===== src/rtl/ad56x4_sched_pkg.sv =====
// Shared definitions for the AD56x4 setpoint scheduler: FSM encoding,
// array geometry and the driver-side command constants.
package ad56x4_sched_pkg;

  localparam int NCHIP = 3;
  localparam int NCHAN = 4;

  // Write-and-update command code and broadcast address used by the driver.
  localparam logic [4:0] DAC_CMD  = 5'b00011;
  localparam logic [2:0] ALL_DACS = 3'b111;

  typedef enum logic [2:0] {
    IDLE,
    CFG_RC,
    LOAD,
    TRIG,
    WAIT0,
    WAIT_BUSY
  } state_t;

endpackage


===== src/rtl/ad56x4_rr_pick.sv =====
// Round-robin first-set finder: returns the first channel at or after ptr
// (wrapping modulo 4) whose request bit is set.
module ad56x4_rr_pick
  import ad56x4_sched_pkg::*;
(
  input  logic [NCHAN-1:0] req,
  input  logic [1:0]       ptr,
  output logic [1:0]       c,
  output logic             vld
);

  logic [1:0] idx;

  // Scan from the farthest offset down so the nearest hit to ptr wins last.
  always_comb begin
    c   = ptr;
    vld = 1'b0;
    idx = ptr;
    for (int i = NCHAN - 1; i >= 0; i--) begin
      idx = ptr + 2'(i);
      if (req[idx]) begin
        c   = idx;
        vld = 1'b1;
      end
    end
  end

endmodule


===== src/rtl/ad56x4_sched.sv =====
// Setpoint scheduler for three AD56x4 DACs behind one shared serial driver.
// Holds a 3x4 setpoint file with dirty bits, runs a reference-config frame
// after reset or on request, and otherwise pushes changed channels to the
// driver round-robin, one channel (all three chips) per frame.
module ad56x4_sched
  import ad56x4_sched_pkg::*;
#(
  parameter int TIMEOUT_CYC = 65535,
  parameter int CW          = 16
) (
  input  logic        clk,
  input  logic        rst,
  input  logic        wr_en,
  input  logic [1:0]  wr_chip,
  input  logic [1:0]  wr_chan,
  input  logic [15:0] wr_data,
  input  logic        cfg_req,
  input  logic        err_clr,
  input  logic        sdac_busy,
  output logic        reconfig,
  output logic        sdac_trig,
  output logic        load1,
  output logic        load2,
  output logic        load3,
  output logic [2:0]  addr1,
  output logic [2:0]  addr2,
  output logic [2:0]  addr3,
  output logic [15:0] voltage1,
  output logic [15:0] voltage2,
  output logic [15:0] voltage3,
  output logic        pending,
  output logic        err,
  output logic [15:0] frame_cnt
);

  state_t state, state_d;

  logic signed [15:0] rf     [NCHIP][NCHAN];
  logic [NCHAN-1:0]   dirty  [NCHIP];
  logic signed [15:0] volt_q [NCHIP];
  logic [2:0]         addr_q;
  logic               load_q;
  logic [NCHAN-1:0]   chan_dirty;
  logic               cfg_pend;
  logic               is_cfg;
  logic [1:0]         ptr;
  logic [1:0]         sel_c;
  logic [1:0]         pick_c;
  logic               pick_vld;
  logic [CW-1:0]      wcnt;
  logic               timeout;
  logic               done;
  logic               wr_ok;
  logic               start_data;

  // Writes to the nonexistent fourth chip are dropped.
  assign wr_ok      = wr_en && (wr_chip < 2'(NCHIP));
  assign start_data = (state == IDLE) && (state_d == LOAD);

  // A channel needs a frame if any chip has a pending change on it.
  always_comb begin
    chan_dirty = '0;
    for (int n = 0; n < NCHIP; n++) chan_dirty = chan_dirty | dirty[n];
  end

  assign pending = cfg_pend | (|chan_dirty);

  ad56x4_rr_pick u_pick (
    .req (chan_dirty),
    .ptr (ptr),
    .c   (pick_c),
    .vld (pick_vld)
  );

  // FSM state register.
  always_ff @(posedge clk or posedge rst) begin
    if (rst) state <= IDLE;
    else     state <= state_d;
  end

  // Next-state logic; new frames start only once the driver is idle.
  always_comb begin
    state_d = state;
    timeout = 1'b0;
    done    = 1'b0;
    case (state)
      IDLE: begin
        if (!sdac_busy) begin
          if (cfg_pend)      state_d = CFG_RC;
          else if (pick_vld) state_d = LOAD;
        end
      end
      CFG_RC: state_d = LOAD;
      LOAD:   state_d = TRIG;
      TRIG:   state_d = WAIT0;
      // Driver busy rises one cycle after the trigger, so skip one cycle.
      WAIT0:  state_d = WAIT_BUSY;
      WAIT_BUSY: begin
        if (!sdac_busy) begin
          done    = 1'b1;
          state_d = IDLE;
        end else if (wcnt == CW'(TIMEOUT_CYC - 1)) begin
          timeout = 1'b1;
          state_d = IDLE;
        end
      end
      default: state_d = IDLE;
    endcase
  end

  // Control: registered strobes, config request tracking, pointer, timeout, counters.
  always_ff @(posedge clk or posedge rst) begin
    if (rst) begin
      reconfig  <= 1'b0;
      load_q    <= 1'b0;
      sdac_trig <= 1'b0;
      cfg_pend  <= 1'b1;
      is_cfg    <= 1'b0;
      sel_c     <= '0;
      ptr       <= '0;
      wcnt      <= '0;
      err       <= 1'b0;
      frame_cnt <= '0;
    end else begin
      reconfig  <= (state_d == CFG_RC);
      load_q    <= (state_d == LOAD);
      sdac_trig <= (state_d == TRIG);
      // A request arriving during CFG_RC survives the clear and runs again.
      if (cfg_req)                cfg_pend <= 1'b1;
      else if (state == CFG_RC)   cfg_pend <= 1'b0;
      if ((state == IDLE) && (state_d == CFG_RC)) begin
        is_cfg <= 1'b1;
      end else if (start_data) begin
        is_cfg <= 1'b0;
        sel_c  <= pick_c;
      end
      if ((state == LOAD) && !is_cfg) ptr <= sel_c + 2'd1;
      wcnt <= (state == WAIT_BUSY) ? wcnt + 1'b1 : '0;
      // A timeout in the same cycle as err_clr keeps err set.
      if (timeout)      err <= 1'b1;
      else if (err_clr) err <= 1'b0;
      if (done) frame_cnt <= frame_cnt + 16'd1;
    end
  end

  // Setpoint file, dirty bits and the address/voltage presented with load.
  always_ff @(posedge clk or posedge rst) begin
    if (rst) begin
      for (int n = 0; n < NCHIP; n++) begin
        for (int k = 0; k < NCHAN; k++) rf[n][k] <= '0;
        dirty[n]  <= '0;
        volt_q[n] <= '0;
      end
      addr_q <= '0;
    end else begin
      if ((state == LOAD) && !is_cfg) begin
        for (int n = 0; n < NCHIP; n++) dirty[n][sel_c] <= 1'b0;
      end
      // Host write comes after the clear so a colliding write keeps dirty set.
      if (wr_ok) begin
        rf[wr_chip][wr_chan]    <= $signed(wr_data);
        dirty[wr_chip][wr_chan] <= 1'b1;
      end
      if (start_data) begin
        addr_q <= {1'b0, pick_c};
        // Forward a same-cycle write so the captured value is never stale.
        for (int n = 0; n < NCHIP; n++) begin
          if (wr_ok && (wr_chip == 2'(n)) && (wr_chan == pick_c))
            volt_q[n] <= $signed(wr_data);
          else
            volt_q[n] <= rf[n][pick_c];
        end
      end else if (state == CFG_RC) begin
        addr_q <= '0;
        for (int n = 0; n < NCHIP; n++) volt_q[n] <= '0;
      end
    end
  end

  assign load1    = load_q;
  assign load2    = load_q;
  assign load3    = load_q;
  assign addr1    = addr_q;
  assign addr2    = addr_q;
  assign addr3    = addr_q;
  assign voltage1 = volt_q[0];
  assign voltage2 = volt_q[1];
  assign voltage3 = volt_q[2];

endmodule

===== config.mk =====
export PLATFORM = sky130hd
export DESIGN_NAME = ad56x4_sched
export DESIGN_NICKNAME = d
export VERILOG_FILES = /design/src/rtl/ad56x4_sched_pkg.sv /design/src/rtl/ad56x4_rr_pick.sv /design/src/rtl/ad56x4_sched.sv
export SDC_FILE = /design/constraint.sdc
export NUM_CORES = 1
export LEC_CHECK = 0
export ABC_AREA = 1
export CAP_MARGIN = 30
export CORE_ASPECT_RATIO = 0.75
export CORE_MARGIN = 5
export CORE_UTILIZATION = 30
export CTS_BUF_LIST = sky130_fd_sc_hd__clkbuf_8
export DETAILED_ROUTE_END_ITERATION = 6
export GPL_ROUTABILITY_DRIVEN = 0
export PLACE_DENSITY = 0.51
export SYNTH_ARGS = -nofsm -noshare
export SYNTH_HDL_FRONTEND = slang
export SYNTH_SLANG_ARGS = --single-unit
export TNS_END_PERCENT = 30

===== constraint.sdc =====
create_clock -name clk -period 10.3 [get_ports clk]
set_input_delay 2.06 -clock clk [delete_from_list [all_inputs] [get_ports clk]]
set_output_delay 2.06 -clock clk [all_outputs]
set_load 0.01 [all_outputs]

Yosys cells after proc, flatten, opt, wreduce, memory -nomap -nowiden
Index checks and enable logic that the tools add are counted.
Widths: inputs -> output; s select.
{ "word_totals": {"ff_bits": 300} }
{ "op_classes": {"eq_ne": 12, "addsub": 6, "n_bitwise": 12, "mux": 63, "order_cmp": 14, "reduce_logical": 23} }
{ "op_table": {"columns": ["operator", "n"], "rows": [
  ["$bwmux 192", 1],
  ["$mux 16", 11],
  ["$demux 64 s2", 1],
  ["$bmux 16 s2", 3],
  ["$mux 48", 2],
  ["$mux 64", 1],
  ["$add 16x1->16 const B", 2],
  ["$demux 16 s2", 1],
  ["$mux 12", 2],
  ["$mux 1", 21],
  ["$mux 3", 7],
  ["$lt 2x3->1 const B", 6],
  ["$pmux 3 s6", 1],
  ["$eq 16x16->1 const B", 1],
  ["$logic_and 1x1->1", 14],
  ["$and 4x4->4", 3],
  ["$eq 3x2->1 const B", 4],
  ["$or 12x12->12", 1],
  ["$ge 3x3->1 const B", 3],
  ["$not 2->3", 3],
  ["$bmux 1 s2", 4],
  ["$demux 4 s2", 1],
  ["$mux 2", 4],
  ["$or 4x4->4", 2],
  ["21 further kinds", 31]
]} }

Depth between registers and ports, before layout
{ "depth": {"depth_word": 16, "ltp_mapped": 20, "ltp_nobuf": 17} }

Hierarchy
A second synthesis with hierarchy kept.
{ "hier_totals": {"cells_unflattened": 1797, "hier_area_um2": 13932.1} }
{ "modules_own_cells": {"columns": ["mod", "cells_each", "n_inst", "area_each_um2"], "rows": [
  ["ad56x4_sched", 1744, 1, 13698.1],
  ["ad56x4_rr_pick", 53, 1, 234.0]
]} }

Worst setup path before layout
Ideal clock, no wire load.
{ "synth_path": {"kind": "in2reg", "start": "input wr_chip[0]", "end": "register volt_q (netlist bit voltage1[0])", "t_required_ns": 10.182, "arrival_ns": 3.161, "setup_ns": 0.118, "stages": 8, "path_slack_ns": 7.021, "path_cell_list": "inv_1 -> nand2_1 -> nor2_1 -> buf_1 -> clkbuf_1 -> nand4_1 -> nand3_1 -> nand2_1"} }
{ "synth_between": {"elab_chain_cells": 6} }
{ "synth_lines": {"columns": ["element", "line_no", "source"], "rows": [
  ["from (decl)", "ad56x4_sched.sv:14", "input logic [1:0] wr_chip,"],
  ["$lt 2x2->1", "ad56x4_sched.sv:57", "assign wr_ok = wr_en && (wr_chip < 2'(NCHIP));"],
  ["$logic_and 1x1->1", "ad56x4_sched.sv:57", null],
  ["$logic_and 1x1->1 * (2 in a row)", "ad56x4_sched.sv:168", "if (wr_ok && (wr_chip == 2'(n)) && (wr_chan == pick_c))"],
  ["$mux 16 *", "ad56x4_sched.sv:168", null],
  ["$mux 48 *", "ad56x4_sched.sv:164", "if (start_data) begin"],
  ["to (signal, indexed assignment)", "ad56x4_sched.sv:169", "volt_q[n] <= $signed(wr_data);"],
  ["to (signal, indexed assignment)", "ad56x4_sched.sv:171", "volt_q[n] <= rf[n][pick_c];"],
  ["to (decl)", "ad56x4_sched.sv:40", "logic signed [15:0] volt_q [NCHIP];"]
]} }
Every way passes the cells marked *; elsewhere a longest branch is shown, timed or not.
A chain may end at the register's enable or synchronous reset.

Worst setup path in the final report
{ "layout_path": {"start": "register dirty[11] (netlist bit)", "end": "output pending"} }
{ "layout_between": {"elab_chain_cells": 4} }
{ "layout_lines": {"columns": ["element", "line_no", "source"], "rows": [
  ["from (decl)", "ad56x4_sched.sv:39", "logic [NCHAN-1:0] dirty [NCHIP];"],
  ["from (signal, indexed assignment)", "ad56x4_sched.sv:151", "dirty[n] <= '0;"],
  ["from (signal, indexed assignment)", "ad56x4_sched.sv:162", "dirty[wr_chip][wr_chan] <= 1'b1;"],
  ["$or 4x4->4 (2 in a row)", "ad56x4_sched.sv:63", "for (int n = 0; n < NCHIP; n++) chan_dirty = chan_dirty | dirty[n];"],
  ["$reduce_or 4->1", "ad56x4_sched.sv:66", "assign pending = cfg_pend | (|chan_dirty);"],
  ["$or 1x1->1", "ad56x4_sched.sv:66", null],
  ["to (decl)", "ad56x4_sched.sv:31", "output logic pending,"]
]} }
Every way passes these cells.

==> flow_summary.toml <==
[outcome]
status = "completed"

[worst_setup_path]
reg2regPathDepth = 14
reg2reg_setup_slack_ns = 6.48
worstSetupPathType = "reg -> out"
cp.required_ns = 8.24
critPathLaunchType = "flop"
cp_max_fo = 3
rr_startpoint = "dirty[4]$_DFF_PP0_"
worst_ep_arrival_time_ns = 2.20
r2r_end = "voltage3[3]$_DFFE_PP0P_"
crit_path_end_kind = "output pin"

[synthesis]
syn_area_sq_um = 14000
postSynth.asyncResetShare = 1.00
synth_flop_cell = "dfrtp_1"
synth.top_cell.area_share = 0.532
ys_warn_count = 0
yosys.cell_types.count = 43
yosysSeqAreaShare = 0.534
synth_edf_count = 0
synth_area_per_cell_sq_um = 8.17
yosys.area.top_type = "dfrtp_1"
synthesis.instances = 1715
ys_ff_latch = 299
synth.area.top_cells = "dfrtp_1 (53%), nand2_1 (15%), nand3_1 (9.5%)"

[timing]
relSlewSlack = 0.311
post-route-period-util = 0.413
clock_skew_ns = 0.0307
timing.hold.ws_ns = 0.463
drv_slew = 0
hold_viol = 0
setup_viol_count_final = 0
period_needed_ns = 4.26
setup_tns_ns = 0
max_freq_mhz = 235
worstMarginPinSlew_ns = 1.03
setup_ws_ns = 6.04
rsz0062_at_grt = "no"

[cts]
cts_tree = "done"
cts-root-buf = "clkbuf_8"
cts_made_buffers = 52
ctsHoldBuffers = 0
clockBufferDepth = 3
cts_setup_buffers = 0
insertion_delay_ns = 0.61
clk_pin_slew_ns = 0.06
ctsResizeCount = 0
cts.htree.levels = 2
cts_sinks = 299

[drt]
post_drt_wl_per_cell_um = 17.7
drc_errors = 0
ant_nets = 0
via_per_inst = 4.90
drt_iter0_markers = 1023
dr.pass1.iters = 5
vias = 11925
drt-total-wl_mm = 43.0

[hold_path]
hold_end = "wcnt[15]$_DFF_PP0_"
min_path_cells = 1
worstHoldStart = "wcnt[15]$_DFF_PP0_"
hp-class = "reg -> reg"

[layout]
diodes = 0
finish.instance_area_sq_um = 16600
final_layout_size_suffix_gt1_frac = 0.0720
num-nets-final = 1797
fin_util = 0.361
area_growth_pct = 18.8

[floorplan]
die_height_um = 197
start_util = 0.304
num_rows = 68
die_w_um = 260
ios = 106
core-area_sq_um = 46100
die-area_sq_um = 51200

[grt]
grt_pass1_wl_mm = 68.2
antenna_found_initial = 0
grt.total_usage = 0.166
grt_pass1_vias = 11663
grt-ovfl-total = 0
grt_max_degree = 184

[pwr]
leakage_nw = 7.88
cellPowerDensity_nw_per_um2 = 281
peakVddDrop_mv = 0.152

[placed_design]
port_buffers = 102
dp_hpwl_mm = 25.1
place_ws_ns = 5.47
dpl_cell_area_sq_um = 15600

[job]
maxCapViolCount = 0
sequential cells by signal (all words and copies together) (netlist names):
name       flops
is_cfg         1
sel_c          2
addr1          2
err            1
frame_cnt     16
wcnt          16
dirty         12
cfg_pend       1
voltage3      16
rf           192
sdac_trig      1
load1          1
voltage1      16
ptr            2
voltage2      16
state          3
reconfig       1
how the worst max path moves through the flow:
stage / startpoint / end / slack (ns) / depth (start not counted)
2_1_floorplan: rst / addr1[0]$_DFFE_PP0P_ / 4.27 / 1
3_3_place_gp: sdac_busy / voltage2[8]$_DFFE_PP0P_ / 5.55 / 10
3_5_place_dp: wr_chip[1] / rf[118]$_DFFE_PP0P_ / 5.47 / 6
4_1_cts: dirty[11]$_DFF_PP0_ / pending / 6.00 / 7
5_1_grt: wr_chip[1] / rf[118]$_DFFE_PP0P_ / 5.82 / 7
6_report: dirty[11]$_DFF_PP0_ / pending / 6.04 / 7
cells in the mapped netlist (all sizes together) (2+ instances only):
master and instances:
xor2 5, inv 70, nor3 11, nand3 274
o21a 2, nor2 62, o21ai 187, nor4 3
buf 62, xnor2 8, ha 7, clkbuf 69
dfrtp 298, clkinv 3, a21oi 26, nand2 563
nand4 52
metrics by stage:
stage,instances,total power (W)
finish,2435,0.00468
global route,2435,0.00504
CTS,2435,0.00472
detailed placement,2340,0.00358
global placement,2330,0.00355
floorplan,1717,0.00298
cell type report:
class | count | area (sq um)
flip-flops and latches | 299 | 7480
repair buffers | 124 | 1370
well taps | 630 | 788
multi-input cells | 1214 | 5640
fillers | 4865 | 29500
clock buffers | 71 | 977
inverters | 73 | 285
clock inverters | 24 | 103
report_power, final:
part | internal [W] | switching [W] | leakage, nW
clock network | 0.000610 | 0.000503 | 0.622
logic | 0.000639 | 0.00132 | 3.45
registers | 0.00144 | 0.000165 | 3.81
total | 0.00269 | 0.00199 | 7.88
metal layers:
layer	global-route usage	routed length [um]	up-vias
met5	0	0	-
met4	0.0356	677	0
met3	0.0330	2770	51
met2	0.267	19600	348
met1	0.233	20000	5785
li1	-	-	5741
placed cells by master, fill, tap and decap left out, types with 2 or more instances in the layout:
cell type        synthesis  routed
nor3_1                  11      11
conb_1                   1       3
nor4_1                   3       3
inv_2                    3       3
buf_12                   0       2
nand2_4                  3       3
nor2_1                  59      58
dfrtp_1                298     298
buf_8                    0       2
nor2_2                   2       3
ha_1                     7       7
clkbuf_8                 0      71
clkinv_1                 3       3
clkdlybuf4s50_1          0     102
buf_16                   0       7
nand3_1                267     267
o21ai_0                187     187
a21oi_1                 26      26
clkinvlp_4               0       3
inv_1                   65      82
xor2_1                   5       5
nand3_2                  3       3
clkinv_2                 0       4
buf_4                   13      11
nand4_1                 52      52
nand2_2                  5       5
xnor2_1                  8       8
nand3_4                  4       4
nand2_1                554     554
worst max-delay path, cell delays in order (launching register included):
cell and delay [ns]:
dfrtp_1 0.37, nor2_1 0.18, nand2_1 0.10, nor4_1 0.19, nand3_1 0.13, inv_1 0.10
nand2_1 0.06, clkdlybuf4s50_1 0.48
cell families after synthesis:
kind of cell,after synthesis,share of synthesized area
multiplexers,1,0.000803
adder cells (fa/ha/maj),7,0.00625
AO/OA/AOI/OAI,222,0.0812
XOR/XNOR,13,0.00812
other,1,0.000268
AND/OR/NAND/NOR,968,0.305
buffers and inverters,204,0.0644
flip-flops,299,0.534
Note: power is estimated with default switching activity, not from simulation.
